<file path="config.mk">
export PLATFORM = sky130hd
export DESIGN_NAME = pdp8_mem_arbiter
export DESIGN_NICKNAME = d
export VERILOG_FILES = /design/src/rtl/pdp8_mem_arbiter.sv
export SDC_FILE = /design/constraint.sdc
export NUM_CORES = 1
export LEC_CHECK = 0
export ABC_AREA = 1
export BUFFER_PORTS_ARGS = -buffer_cell sky130_fd_sc_hd__buf_2
export CAP_MARGIN = 20
export CORE_ASPECT_RATIO = 0.7
export CORE_MARGIN = 1.5
export CORE_UTILIZATION = 42
export DETAILED_ROUTE_END_ITERATION = 16
export GPL_TIMING_DRIVEN = 0
export MAX_ROUTING_LAYER = met4
export PLACE_DENSITY = 0.81
export SLEW_MARGIN = 20
export SYNTH_ARGS = -nofsm -noshare
export SYNTH_HDL_FRONTEND = slang
export SYNTH_SLANG_ARGS = --single-unit
</file>
<file path="constraint.sdc">
create_clock -name clk -period 1.51 [get_ports clk]
set_clock_uncertainty 0.1 [all_clocks]
set_input_delay 0.151 -clock clk [delete_from_list [all_inputs] [get_ports clk]]
set_output_delay 0.151 -clock clk [all_outputs]
set_load 0.01 [all_outputs]
</file>
<file path="src/rtl/pdp8_mem_arbiter.sv">
// -----------------------------------------------------------------------------
// pdp8_mem_arbiter
//
// Shares the single PDP8 memory port between the instruction-fetch read port
// and the execute unit's read and write ports. One memory operation is in
// flight at a time. Read data is steered back to whichever requester owns the
// outstanding read.
//
// Configuration macro: PDP8_ARB_RR_EN
//   defined   -> round-robin among {exec_wr, exec_rd, ifu_rd}; the requester
//                granted last becomes lowest priority.
//   undefined -> fixed priority exec_wr > exec_rd > ifu_rd.
//
// Parameters
//   ADDR_WIDTH  address width
//   DATA_WIDTH  data width
//   RD_LATENCY  cycles from a read mem_req to valid mem_rdata (1..7)
//
// Ports
//   clk, reset_n                      clock, async active-low reset
//   ifu_rd_req/addr                   IFU read request (level, held to gnt)
//   ifu_gnt, ifu_rd_valid/data        IFU grant pulse, read-data pulse/data
//   exec_rd_req/addr                  EXEC read request (level)
//   exec_rd_gnt, exec_rd_valid/data   EXEC read grant, read-data pulse/data
//   exec_wr_req/addr/data             EXEC write request (level)
//   exec_wr_gnt                       pulse when the write goes to memory
//   mem_req/we/addr/wdata             memory op strobe and operands
//   mem_rdata                         memory read data
//   arb_err                           pulse: exec read and write collided
//
// Every output is a flop. The combinational block computes the value each
// output takes in the next state, so e.g. a grant is visible during ISSUE.
// -----------------------------------------------------------------------------
module pdp8_mem_arbiter #(
    parameter int ADDR_WIDTH = 12,
    parameter int DATA_WIDTH = 12,
    parameter int RD_LATENCY = 2
) (
    input  logic                  clk,
    input  logic                  reset_n,
    input  logic                  ifu_rd_req,
    input  logic [ADDR_WIDTH-1:0] ifu_rd_addr,
    output logic                  ifu_gnt,
    output logic                  ifu_rd_valid,
    output logic [DATA_WIDTH-1:0] ifu_rd_data,
    input  logic                  exec_rd_req,
    input  logic [ADDR_WIDTH-1:0] exec_rd_addr,
    output logic                  exec_rd_gnt,
    output logic                  exec_rd_valid,
    output logic [DATA_WIDTH-1:0] exec_rd_data,
    input  logic                  exec_wr_req,
    input  logic [ADDR_WIDTH-1:0] exec_wr_addr,
    input  logic [DATA_WIDTH-1:0] exec_wr_data,
    output logic                  exec_wr_gnt,
    output logic                  mem_req,
    output logic                  mem_we,
    output logic [ADDR_WIDTH-1:0] mem_addr,
    output logic [DATA_WIDTH-1:0] mem_wdata,
    input  logic [DATA_WIDTH-1:0] mem_rdata,
    output logic                  arb_err
);

    localparam int CNT_W = 3;

    typedef enum logic [1:0] {IDLE, ISSUE, WAIT, RESP} state_t;
    typedef enum logic [1:0] {OWN_WR, OWN_RD, OWN_IFU} owner_t;

    state_t             state, state_nx;
    owner_t             owner, owner_nx;
    logic [CNT_W-1:0]   cnt, cnt_nx;

    logic                  ifu_gnt_nx, exec_rd_gnt_nx, exec_wr_gnt_nx;
    logic                  ifu_rd_valid_nx, exec_rd_valid_nx;
    logic [DATA_WIDTH-1:0] ifu_rd_data_nx, exec_rd_data_nx;
    logic                  mem_req_nx, mem_we_nx, arb_err_nx;
    logic [ADDR_WIDTH-1:0] mem_addr_nx;
    logic [DATA_WIDTH-1:0] mem_wdata_nx;

    logic   any_req;
    owner_t win;

`ifdef PDP8_ARB_RR_EN
    // rr_ptr names the requester that currently has the highest priority.
    owner_t rr_ptr, rr_ptr_nx;

    function automatic owner_t pick_rr(input logic wr, input logic rd,
                                       input logic ifu, input owner_t ptr);
        owner_t w;
        w = OWN_WR;
        case (ptr)
            OWN_WR:  w = wr  ? OWN_WR  : (rd  ? OWN_RD  : OWN_IFU);
            OWN_RD:  w = rd  ? OWN_RD  : (ifu ? OWN_IFU : OWN_WR);
            default: w = ifu ? OWN_IFU : (wr  ? OWN_WR  : OWN_RD);
        endcase
        return w;
    endfunction

    function automatic owner_t after(input owner_t o);
        owner_t n;
        case (o)
            OWN_WR:  n = OWN_RD;
            OWN_RD:  n = OWN_IFU;
            default: n = OWN_WR;
        endcase
        return n;
    endfunction
`else
    // Only called when some request is high, so "neither exec" means IFU.
    function automatic owner_t pick_fixed(input logic wr, input logic rd);
        return wr ? OWN_WR : (rd ? OWN_RD : OWN_IFU);
    endfunction
`endif

    always_comb begin
        state_nx         = state;
        owner_nx         = owner;
        cnt_nx           = cnt;
        ifu_gnt_nx       = 1'b0;
        exec_rd_gnt_nx   = 1'b0;
        exec_wr_gnt_nx   = 1'b0;
        ifu_rd_valid_nx  = 1'b0;
        exec_rd_valid_nx = 1'b0;
        ifu_rd_data_nx   = ifu_rd_data;
        exec_rd_data_nx  = exec_rd_data;
        mem_req_nx       = 1'b0;
        mem_we_nx        = 1'b0;
        mem_addr_nx      = mem_addr;
        mem_wdata_nx     = mem_wdata;
        arb_err_nx       = 1'b0;
        any_req          = ifu_rd_req | exec_rd_req | exec_wr_req;
`ifdef PDP8_ARB_RR_EN
        rr_ptr_nx        = rr_ptr;
        win              = pick_rr(exec_wr_req, exec_rd_req, ifu_rd_req, rr_ptr);
`else
        win              = pick_fixed(exec_wr_req, exec_rd_req);
`endif

        case (state)
            // RESP shares the arbitration path with IDLE so a new op can be
            // issued immediately after a read response.
            IDLE, RESP: begin
                state_nx = IDLE;
                if (any_req) begin
                    state_nx   = ISSUE;
                    owner_nx   = win;
                    mem_req_nx = 1'b1;
                    arb_err_nx = exec_rd_req & exec_wr_req;
                    case (win)
                        OWN_WR: begin
                            mem_we_nx      = 1'b1;
                            mem_addr_nx    = exec_wr_addr;
                            mem_wdata_nx   = exec_wr_data;
                            exec_wr_gnt_nx = 1'b1;
                        end
                        OWN_RD: begin
                            mem_addr_nx    = exec_rd_addr;
                            exec_rd_gnt_nx = 1'b1;
                        end
                        default: begin
                            mem_addr_nx    = ifu_rd_addr;
                            ifu_gnt_nx     = 1'b1;
                        end
                    endcase
`ifdef PDP8_ARB_RR_EN
                    rr_ptr_nx = after(win);
`endif
                end
            end

            ISSUE: begin
                if (owner == OWN_WR) begin
                    state_nx = IDLE;
                end else begin
                    state_nx = WAIT;
                    cnt_nx   = CNT_W'(RD_LATENCY - 1);
                end
            end

            // The cycle in which cnt reaches zero is the one where mem_rdata
            // is valid; it is written straight into the owner's data register.
            WAIT: begin
                if (cnt == '0) begin
                    state_nx = RESP;
                    if (owner == OWN_RD) begin
                        exec_rd_valid_nx = 1'b1;
                        exec_rd_data_nx  = mem_rdata;
                    end else begin
                        ifu_rd_valid_nx  = 1'b1;
                        ifu_rd_data_nx   = mem_rdata;
                    end
                end else begin
                    cnt_nx = cnt - 1'b1;
                end
            end

            default: state_nx = IDLE;
        endcase
    end

    always_ff @(posedge clk or negedge reset_n) begin
        if (!reset_n) begin
            state         <= IDLE;
            owner         <= OWN_WR;
            cnt           <= '0;
            ifu_gnt       <= 1'b0;
            exec_rd_gnt   <= 1'b0;
            exec_wr_gnt   <= 1'b0;
            ifu_rd_valid  <= 1'b0;
            exec_rd_valid <= 1'b0;
            ifu_rd_data   <= '0;
            exec_rd_data  <= '0;
            mem_req       <= 1'b0;
            mem_we        <= 1'b0;
            mem_addr      <= '0;
            mem_wdata     <= '0;
            arb_err       <= 1'b0;
`ifdef PDP8_ARB_RR_EN
            rr_ptr        <= OWN_WR;
`endif
        end else begin
            state         <= state_nx;
            owner         <= owner_nx;
            cnt           <= cnt_nx;
            ifu_gnt       <= ifu_gnt_nx;
            exec_rd_gnt   <= exec_rd_gnt_nx;
            exec_wr_gnt   <= exec_wr_gnt_nx;
            ifu_rd_valid  <= ifu_rd_valid_nx;
            exec_rd_valid <= exec_rd_valid_nx;
            ifu_rd_data   <= ifu_rd_data_nx;
            exec_rd_data  <= exec_rd_data_nx;
            mem_req       <= mem_req_nx;
            mem_we        <= mem_we_nx;
            mem_addr      <= mem_addr_nx;
            mem_wdata     <= mem_wdata_nx;
            arb_err       <= arb_err_nx;
`ifdef PDP8_ARB_RR_EN
            rr_ptr        <= rr_ptr_nx;
`endif
        end
    end

endmodule

</file>
## After elaboration in Yosys (flattened, before gate mapping)

Cells that the tools add are included.

| word-level totals | value |
|---|---|
| bits in registers | 62 |
| input port bits | 65 |
| output and inout bits | 56 |
| word-level logic and storage cells | 68 |

| operators by class | value |
|---|---|
| add/subtract/negate cells | 1 |
| eq/ne operators | 8 |
| multiplexer cells | 29 |
| bitwise logic cells | 4 |
| reduce and logical (&&, ||, !) cells | 12 |

Operators with widths:

| operator | count |
|---|---|
| case mux 12 bit (2 select lines) | 1 |
| two-way mux 1 bit | 20 |
| AND reduction 3 bit | 4 |
| two-way mux 2 bit | 4 |
| equality test 2 x 1 -> 1 bit (second input constant) | 3 |
| logical NOT 2 bit | 3 |
| two-way mux 3 bit | 2 |
| inequality test 2 bit (second input constant) | 3 |
| case mux 2 bit (3 select lines) | 1 |
| case mux 3 bit (2 select lines) | 1 |
| equality test 2 bit (second input constant) | 2 |
| OR reduction 2 bit | 2 |
| logical NOT 3 bit | 1 |
| subtractor 3 x 1 -> 3 bit (second input constant) | 1 |
| bitwise OR 1 bit | 2 |
| AND reduction 2 bit | 1 |
| nonzero test 2 bit | 1 |
| bitwise AND 1 bit | 1 |
| inverter 1 bit | 1 |

## Logic depth before layout (Yosys ltp)

Gate-level depths: netlist of the first run.

| depth | value |
|---|---|
| word-level depth | 7 |
| gate-level depth with buffers | 9 |
| depth with buffers taken out | 9 |

## Worst setup path after synthesis of the first run

No wires, ideal clock.

| timing | value |
|---|---|
| kind | reg-to-reg |
| from | register cnt[0] |
| to | register ifu_rd_data[0] |
| setup time | 0.126 ns |
| arrival time | 1.209 ns |
| required time | 1.284 ns |
| setup slack | 0.075 ns |
| cell stages (with the launch flop) | 9 |
| buffers on the path | 1 |
| clock period less this slack | 1.435 ns |
| cells stage by stage | dfrtp_1 > inv_1 > ha_1 > ha_1 > nand2_1 > inv_2 > nand2_2 > buf_2 > o21ai_0 |

| between the ends | value |
|---|---|
| cells in the longest elaborated chain, start to end | 2 |

RTL lines:

| item | RTL line | text |
|---|---|---|
| from (decl) | 70 | `logic [CNT_W-1:0] cnt, cnt_nx;` |
| from (signal assigned) | 223 | `cnt <= cnt_nx;` |
| logical NOT 3 bit | 182 | `if (cnt == '0) begin` |
| AND reduction 3 bit (no source line) | - |  |
| to (signal assigned) | 229 | `ifu_rd_data <= ifu_rd_data_nx;` |
| to (decl) | 45 | `output logic [DATA_WIDTH-1:0] ifu_rd_data,` |

Every way passes these cells.
A chain may end at the register's enable or synchronous reset.

## Worst setup path in the final report of the first run

| timing | value |
|---|---|
| from | register cnt[0] |
| to | register exec_rd_data[11] |

| between the ends | value |
|---|---|
| cells in the longest elaborated chain, start to end | 2 |

RTL lines:

| item | RTL line | text |
|---|---|---|
| logical NOT 3 bit | 182 |  |
| AND reduction 3 bit (no source line) | - |  |
| to (signal assigned) | 230 | `exec_rd_data <= exec_rd_data_nx;` |
| to (decl) | 50 | `output logic [DATA_WIDTH-1:0] exec_rd_data,` |

Every way passes these cells.

==> results.txt, run 1 <==
The worst relative slew slack came out at 48.9%. The post-detailed-placement cell area is 0.00340 mm², and the starting DRC count in detailed routing is 173. The logs give 12,300 µm for the global-route wire length before repair and 0.00415 mm² for the final cell area excluding filler cells. At the later pin of the worst-skew pair, clock insertion delay measures 0.34 ns.

The first detailed-routing pass took 11 iterations. Setup repair after global routing could not meet its margin everywhere. For this run the aggregate overflow at the end of global routing stands at 0. Wires add up to 7720 µm.

TritonCTS created 9 clock buffers. The tools report the final-stage net count as 561. The path class of the tightest hold or removal check is input pin to flop. The synthesized netlist contains 18 unique library cells. Dividing total power by cell area gives a power density of 1870 mW/mm². In the global route stage, overall resource usage came out at 23.1%. The routed layout has 2,755 vias. The transition time at the pin with the least slew margin works out to 0.766 ns. The startpoint of the most critical hold path was exec_wr_addr[7]. The tree is rooted in a sky130_fd_sc_hd__clkbuf_8. For the final worst hold slack, the log shows 0.0154 ns.

The tools report the startpoint of the most critical register-to-register path as cnt[0]. For the largest net degree at the start of global routing, the log shows 63. Counting the fill cells in the layout gives 487. Routability-driven placement finished with a final weighted congestion of 0.853. Measured along the y axis, the die boundary spans 70.1 µm. The logs give 389 for the synthesized net count and 2,752 for the number of global-route vias before repair. The logs give 3 for the post-detailed-route DRC marker count and 0 for the number of antenna violations at the first check in global routing. The run finished, with violations left.

The standby leakage power is 2.31 nW. Routed length per placed instance: 13.4 µm. The pre-CTS worst setup slack was -0.155 ns; the number of buffer cells added on primary ports was 120. The largest fanout on the critical path was 7; the die outline area was 0.00694 mm². The run gives 62 as the clock sink total. 0 antenna diodes ended up in the layout. The final reports fail on DRC, setup timing. Detailed placement finished with a half-perimeter wire length of 4870 µm. The run gives 0 as the number of max-slew violations in the final report. The category of the critical setup timing path was flop to flop. Data arrives at the worst endpoint at 1.66 ns. Synthesis inferred 62 register bits. TritonCTS built the clock tree. The number of failing hold endpoints at the final stage came out at 0. The critical path starts at cnt[0].

The minimum clock period was 1.52 ns. The share of the clock period used by the worst path is 101%. The number of cell rows came out at 24. The run gives 43.5% as the starting density of the core. Via density per instance: 4.79. The setup slack after layout is -0.0137 ns.

For this design the top-level I/O count stands at 121. The share of the Yosys chip area taken by registers is 57.4%. In this run the mean area of a mapped cell was 8.45 µm².

The mapped netlist covers 0.00270 mm². In this run the remaining antenna-violating nets after routing total 0. The floorplan die width was 98.9 µm; the clock-pin slew of the registers on the worst-case setup and hold paths was 0.08 ns. In this run the biggest area consumer among cell types represents 57.4% of the synthesized area. Based on the critical path, the design can be clocked at up to 656 MHz. The largest total area in the synthesized netlist belongs to sky130_fd_sc_hd__dfrtp_1. The critical path data required time came out at 1.65 ns. Setup violations remaining at the end of the flow were counted as 4.

The tools report the cell count after placement as 518. The largest buffer count on any clock path came out at 2. The worst setup path is launched from a flop. The clock tree synthesis step divided the H-tree into 3 levels. Synthesis warning total: 0. Sorting the synthesized cells by area gives the leading types as sky130_fd_sc_hd__dfrtp_1, sky130_fd_sc_hd__nand2_1, sky130_fd_sc_hd__nand3_1.

The run gives 1050 µV as the worst-case vdd ir drop. The tools report the capturing element type of the critical path as a flop. The proportion of layout cells with a drive suffix above 1 was 37.8%; the post-route non-filler standard cell count was 575.

The floorplan step defined a core boundary enclosing 0.00622 mm². Across the run, the number of max-cap violations was 0. From synthesis to final layout, the design area changed by 53.3%. The cell count after synthesis is 320.
## worst paths after layout
check                              endpoint  slack, ns  depth (start not counted)
min in group asynchronous      mem_wdata[2]       0.32                          2
setup reg to reg           exec_rd_data[11]      -0.01                          9
hold reg to reg                mem_addr[10]       0.38                          2
hold / removal                  mem_addr[7]       0.02                          5
setup / recovery           exec_rd_data[11]      -0.01                          9
max in group asynchronous       mem_addr[6]       0.48                          2
## through the flow
| stage | util, % | setup TNS, ns | total power (W) |
|---|---|---|---|
| 6_report | 66.7 | -0.0426 | 0.00775 |
| 3_3_place_gp | 54.7 | -1.89 | 0.00560 |
| 2_1_floorplan | - | 0 | 0.00453 |
| 3_5_place_dp | 54.8 | -3.14 | 0.00574 |
| 4_1_cts | 64.0 | -0.283 | 0.00737 |
| 5_1_grt | 66.7 | -0.937 | 0.00831 |
## cell usage after synthesis (all sizes together)
master and count:
nand2 144, nand4 1, buf 11, a21oi 1, inv 31, dfrtp 62
nand3 31, o21ai 27, nor2 6, ha 4, clkbuf 2
## layout by cell type, fill, tap and decap left out, types with 3 or more instances in the layout
cell type and n:
sky130_fd_sc_hd__dlygate4sd3_1 28, sky130_fd_sc_hd__o21ai_1 14, sky130_fd_sc_hd__buf_2 123, sky130_fd_sc_hd__ha_4 3, sky130_fd_sc_hd__o21ai_0 10, sky130_fd_sc_hd__dfrtp_1 62, sky130_fd_sc_hd__nand2_2 9, sky130_fd_sc_hd__nand3_1 30
sky130_fd_sc_hd__clkbuf_8 11, sky130_fd_sc_hd__buf_6 7, sky130_fd_sc_hd__inv_2 3, sky130_fd_sc_hd__buf_4 12, sky130_fd_sc_hd__inv_1 26, sky130_fd_sc_hd__nand2_1 132, sky130_fd_sc_hd__nand2_4 3, sky130_fd_sc_hd__o21ai_2 3
sky130_fd_sc_hd__nor2_1 5, sky130_fd_sc_hd__clkinvlp_4 4
## routing by layer
layer  vias to the layer above  track usage [%]  wire length [µm]
met3                        22             6.11               383
met2                        96             36.2              3840
met5                         -                -                 0
li1                       1339                -                 -
met4                         0             9.52               198
met1                      1298             28.7              3300
## worst max-delay path, cell delays in order, from the launching register on
cell,delay (ns)
sky130_fd_sc_hd__dfrtp_1,0.39
sky130_fd_sc_hd__inv_2,0.08
sky130_fd_sc_hd__ha_4,0.13
sky130_fd_sc_hd__ha_4,0.14
sky130_fd_sc_hd__nand2_4,0.05
sky130_fd_sc_hd__inv_6,0.07
sky130_fd_sc_hd__nand3_4,0.14
sky130_fd_sc_hd__buf_8,0.19
sky130_fd_sc_hd__nand2_1,0.05
sky130_fd_sc_hd__o21ai_1,0.07
## report_power, final
part | switching [W] | leakage, nW | internal (W)
Sequential | 0.000431 | 0.735 | 0.00240
Clock | 0.000688 | 0.0914 | 0.000763
Combinational | 0.00195 | 1.48 | 0.00151
## repair_timing
item | 4_1_cts | 5_1_grt
gates resized for setup | 20 | 37
setup endpoints to repair | 47 | 51
pin swaps | 0 | 4
cloned | 1 | 1
setup buffers | 6 | 5
hold endpoints to repair | 101 | 0
hold buffers | 28 | 0
## registers in the layout, summed over array words and instances, names as in the netlist
register,flops
exec_rd_data,12
ifu_rd_data,12
mem_addr,12
mem_wdata,12
cnt,3
owner,2
state,2
arb_err,1
exec_rd_gnt,1
exec_rd_valid,1
ifu_gnt,1
ifu_rd_valid,1
mem_req,1
mem_we,1
## kinds of logic (layout without fill, tap and decap cells)
kind of cell | Yosys count | count (layout) | synth area share, %
AOI/OAI and AO/OA | 28 | 28 | 5.60
adders and majority gates | 4 | 4 | 1.85
DFF | 62 | 62 | 57.4
and+or+nand+nor | 182 | 182 | 27.7
buffers and inverters | 44 | 221 | 7.45
## layout make-up
class	instances	area (µm²)	share of cell area [%]
sequential	62	1550	37.4
multi-input combinational	214	1040	25.1
timing repair buffer	161	1010	24.4
inverter	31	125	3.02
clock buffer	9	124	2.99
buffer	13	119	2.87
tap	78	97.6	2.35
clock inverter	7	75.1	1.81
(Power assumes the default switching activity.)
==> run 2: changes to the inputs <==
- ABC_AREA: 1 -> unset
- CELL_PAD_IN_SITES_DETAIL_PLACEMENT: unset -> 1
- CELL_PAD_IN_SITES_GLOBAL_PLACEMENT: unset -> 1
- CORE_UTILIZATION: 42 -> 33
- HOLD_SLACK_MARGIN: unset -> 0.12
- PLACE_DENSITY: 0.81 -> 0.82
==> run 2 against run 1 <==
The run still ends with DRC, setup timing left. Via count shrank 16%. Core utilization decreased by 8.3 points. Cell count shrank 13%. Fmax shrank 9.3%.
==> results.txt, run 2 <==
The flow ran to the end, but the final reports show violations. Violated checks: DRC, setup timing (unchanged). The logs give 28 (was 4) for the final count of negative-setup-slack endpoints and 56.5% (was 57.4%) for the share of synthesized area occupied by flip-flops and latches. Flop and latch count out of synthesis: 62 (unchanged).

The cell count after placement is 421 (was 518), and the sequential cell fraction of total power is 30.6% (was 36.5%). The share of the clock period used by the worst path is 111% (was 101%), and the number of buffer cells added on primary ports is 118 (was 120). The family with the most delay on the worst path was flip-flops (unchanged). The category of the critical setup timing path is flop to flop (unchanged). Simple-gate portion of the synthesized area: 5.38% (was 27.7%).

Busiest metal layer after global routing: met2 (unchanged). The height of the die came out at 79.3 µm (was 70.1 µm). Setup repair after global routing could not meet its margin everywhere. Most area-hungry cell type in the Yosys netlist: sky130_fd_sc_hd__dfrtp_1 (unchanged). The run gives 5060 µm (was 4870 µm) as the half-perimeter wire length after placement.

TritonCTS built the clock tree. The number of top-level design ports was 121 (unchanged). Number of global-route vias before repair: 2,602 (was 2,752). The logs give 47.2% (was 44.7%) for the share of total power in combinational logic and 595 MHz (was 656 MHz) for the highest clock frequency the design can meet. Dominant combinational cell family by area after synthesis: multiplexers (was simple AND/OR/NAND/NOR gates). The count of flip-flops with a built-in enable after synthesis came out at 0 (unchanged). The remaining number of nets flagged by the antenna check after routing is 0 (unchanged). The number of cell rows came out at 27 (was 24). The arrival time at the worst endpoint is 1.78 ns (was 1.66 ns), and the fraction of synthesized area in multiplexers is 25.3% (was 0%). The tools report the die outline area as 0.00888 mm² (was 0.00694 mm²). The final-stage net count came out at 464 (was 561).

The synthesis warning total is 0 (unchanged), and the switching share of power is 34.0% (was 39.6%). The post-synthesis share of cell area spent on full adders, half adders and majority gates is 1.82% (was 1.85%). The library cell with the highest instance count after synthesis was sky130_fd_sc_hd__dfrtp_1 (was sky130_fd_sc_hd__nand2_1). The post-detailed-route DRC marker count came out at 7 (was 3). The via density per instance is 4.61 (was 4.79), and the xor and xnor area share after synthesis is 0% (unchanged). The slowest cell on the critical path is sky130_fd_sc_hd__dfrtp_1 (unchanged). The proportion of layout cells with a drive suffix above 1 works out to 62.5% (was 37.8%). The post-synthesis area per instance works out to 13.7 µm² (was 8.45 µm²). The area share of the leading cell type in the synthesized netlist is 56.5% (was 57.4%), and the critical path data required time is 1.61 ns (was 1.65 ns).

For the largest buffer count on any clock path, the log shows 2 (unchanged). For the starting DRC count in detailed routing, the log shows 89 (was 173). Transition time at the pin with the least slew margin: 0.323 ns (was 0.766 ns).

The tools report the largest net degree at the start of global routing as 41 (was 63). The distinct cell type count after synthesis was 27 (was 18); the number of max-slew violations in the final report was 0 (unchanged). The largest fanout on the critical path works out to 10 (was 7).

Highest-count cells in the layout ignoring fill and taps: sky130_fd_sc_hd__buf_2, sky130_fd_sc_hd__dfrtp_1, sky130_fd_sc_hd__dlygate4sd3_1, sky130_fd_sc_hd__mux2_2, sky130_fd_sc_hd__buf_4 (was sky130_fd_sc_hd__nand2_1, sky130_fd_sc_hd__buf_2, sky130_fd_sc_hd__dfrtp_1, sky130_fd_sc_hd__nand3_1, sky130_fd_sc_hd__dlygate4sd3_1). The aggregate global routing overflow was 0 (unchanged). The clock-pin slew of the registers on the worst-case setup and hold paths works out to 0.05 ns (was 0.08 ns). The number of max-capacitance violations reported was 0 (unchanged); the buffering stage count on the worst path with inverters included was 3 (unchanged).

The tools report the standby leakage power as 2.36 nW (was 2.31 nW). Worst-path cell chain: inv_2 -> ha_4 -> ha_4 -> buf_6 -> nand3_4 -> buf_12 -> mux2_4 (was inv_2 -> ha_4 -> ha_4 -> nand2_4 -> inv_6 -> nand3_4 -> buf_8 -> nand2_1 -> o21ai_1). The tools report the area of the core as 0.00797 mm² (was 0.00622 mm²).

The capturing element type of the critical path is a flop (unchanged). For the global-route track usage on met3, the log shows 5.11% (was 6.11%). The run gives 0.670 (was 0.853) as the routability-driven placement congestion ratio. The tools report the latest clock arrival within the worst-skew pair as 0.32 ns (was 0.34 ns). The number of failing hold endpoints at the final stage was 0 (unchanged); the met1 track utilization from global routing was 23.6% (was 28.7%).

The routed length per placed instance was 16.2 µm (was 13.4 µm); the worst-case vdd ir drop was 845 µV (was 1050 µV). The most frequent standard cell in the layout excluding fill and tap cells is sky130_fd_sc_hd__buf_2 (was sky130_fd_sc_hd__nand2_1). The total via count after detailed routing is 2,312 (was 2,755), and the global-route wire length before repair is 13,100 µm (was 12,300 µm).

The floorplan die width came out at 112 µm (was 98.9 µm). The fraction of synthesis flops using an asynchronous set or reset pin is 100% (unchanged). The tools report the worst relative slew slack as 78.5% (was 48.9%).

The design internal power was 0.00587 W (was 0.00468 W); the starting density of the core was 34.4% (was 43.5%). The detailed-router iteration count before antenna repair is 10 (was 11), and the total inserted antenna cells is 0 (unchanged). The pre-CTS worst setup slack is -0.419 ns (was -0.155 ns). The run gives 201 (was 320) as the cell count after synthesis.

Worst min-delay path class: input pin to flop (unchanged). Most used flip-flop cell after synthesis: sky130_fd_sc_hd__dfrtp_1 (unchanged). The power density normalized to cell area is 1910 mW/mm² (was 1870 mW/mm²).

The tools report the register-to-register setup slack as -0.17 ns (was -0.01 ns). The tools report the number of antenna violations at the first check in global routing as 0 (unchanged). Minimum clock period: 1.68 ns (was 1.52 ns). The tools report the total CTS buffers as 9 (unchanged). The synthesized net count was 270 (was 389).

For the final worst hold slack, the log shows 0.142 ns (was 0.0154 ns). Critical path launch point type: a flop (unchanged). For the part of the total power dissipated in the clock network, the log shows 22.2% (was 18.7%). The clock tree root driver cell is sky130_fd_sc_hd__clkbuf_16 (was sky130_fd_sc_hd__clkbuf_8). The post-route non-filler standard cell count was 501 (was 575); the number of levels the H-tree was split into was 3 (unchanged). The sum of routed wire length over all layers is 8130 µm (was 7720 µm), and the highest cell delay on the worst timing path is 0.40 ns (was 0.39 ns).

Synth area leaders: sky130_fd_sc_hd__dfrtp_1, sky130_fd_sc_hd__mux2_2, sky130_fd_sc_hd__mux2_4 (was sky130_fd_sc_hd__dfrtp_1, sky130_fd_sc_hd__nand2_1, sky130_fd_sc_hd__nand3_1). Post-synth top cells: sky130_fd_sc_hd__dfrtp_1, sky130_fd_sc_hd__mux2_2, sky130_fd_sc_hd__nand2_1 (was sky130_fd_sc_hd__nand2_1, sky130_fd_sc_hd__dfrtp_1, sky130_fd_sc_hd__nand3_1). Synthesis-to-layout area growth: 69.5% (was 53.3%).

The fraction of the mapped netlist area in compound gates works out to 5.93% (was 5.60%). Cell area after synthesis: 0.00275 mm² (was 0.00270 mm²). The setup slack after layout is -0.169 ns (was -0.0137 ns), and the met2 usage in global routing is 33.7% (was 36.2%). The global router's overall resource usage came out at 19.9% (was 23.1%).

Cell seen most often among critical-path stages: sky130_fd_sc_hd__ha_4 (unchanged). The run gives 0.00303 W (was 0.00307 W) as the net switching power. For the clock sink total, the log shows 62 (unchanged).
==> run 2: cell types whose count changed after synthesis, moves of 3 or more <==
cell	delta
sky130_fd_sc_hd__buf_2	-3
sky130_fd_sc_hd__inv_1	-20
sky130_fd_sc_hd__nand2_1	-124
sky130_fd_sc_hd__mux2_4	+9
sky130_fd_sc_hd__o21ai_0	-13
sky130_fd_sc_hd__nand3_1	-30
sky130_fd_sc_hd__nor2_1	-5
sky130_fd_sc_hd__mux2i_1	+12
sky130_fd_sc_hd__mux2_2	+39
sky130_fd_sc_hd__buf_4	+3
==> run 2: layer usage <==
metal,up-vias,routed length (µm)
li1,1089,-
met1,1121,3600
met2,93,3940
met3,9,461
met4,0,124
met5,-,0
==> run 2: cells by family (layout without fill, tap and decap cells) <==
kind of cell / Yosys count / count (layout)
mux: 60 / 60
compound gates: 26 / 26
simple gates: 27 / 27
flops: 62 / 62
buf+inv: 22 / 221
fa+ha+maj: 4 / 4
==> run 2: worst register-to-register path, stage by stage (launching register included) <==
cell                      delay, ns
sky130_fd_sc_hd__dfrtp_1       0.40
sky130_fd_sc_hd__inv_2         0.09
sky130_fd_sc_hd__ha_4          0.14
sky130_fd_sc_hd__ha_4          0.15
sky130_fd_sc_hd__buf_6         0.10
sky130_fd_sc_hd__nand3_4       0.10
sky130_fd_sc_hd__buf_12        0.18
sky130_fd_sc_hd__mux2_4        0.30
==> run 2: worst paths after layout <==
path | start | end | cells past startpoint
max | cnt[0] | exec_rd_data[3] | 7
min | exec_rd_addr[5] | mem_addr[5] | 4
max reg2reg | cnt[0] | exec_rd_data[3] | 7
min reg2reg | mem_addr[1] | mem_addr[1] | 2
max in group asynchronous | reset_n | exec_rd_data[10] | 3
min in group asynchronous | reset_n | mem_wdata[8] | 2
==> run 2: layout make-up <==
class                           count  area [µm²]
Fill cell                         838        3320
Clock buffer                       10         229
Multi-Input combinational cell    117        1290
Inverter                            9        33.8
Sequential cell                    62        1550
Tap cell                          101         126
Timing Repair Buffer              186        1260
Clock inverter                      6        62.6
Buffer                             10         106
==> run 2: timing repair <==
action | 4_1_cts | 5_1_grt
hold buffers | 38 | 0
pin swaps | 3 | 11
setup buffers | 15 | 11
cloned | 2 | 2
hold endpoints to repair | 111 | 0
resized for setup | 33 | 40
endpoints found under the setup margin | 46 | 48
==> run 2: through the flow <==
step	setup TNS [ns]	total power [W]	cell area, µm²	util, %
4_1_cts	-3.74	0.00810	4460	56.0
2_1_floorplan	-3.28	0.00447	2790	-
6_report	-3.66	0.00890	4650	58.3
5_1_grt	-6.02	0.00946	4650	58.3
3_3_place_gp	-8.26	0.00548	3510	44.0
3_5_place_dp	-8.71	0.00563	3530	44.3
==> run 2: power groups by stage <==
stage	registers (W)	logic (W)	clock network [W]
final	0.00273	0.00420	0.00198
after detailed placement	0.00269	0.00294	0
after global placement	0.00265	0.00283	0
after floorplan	0.00295	0.00152	0
after CTS	0.00269	0.00338	0.00203
after global routing	0.00281	0.00453	0.00212
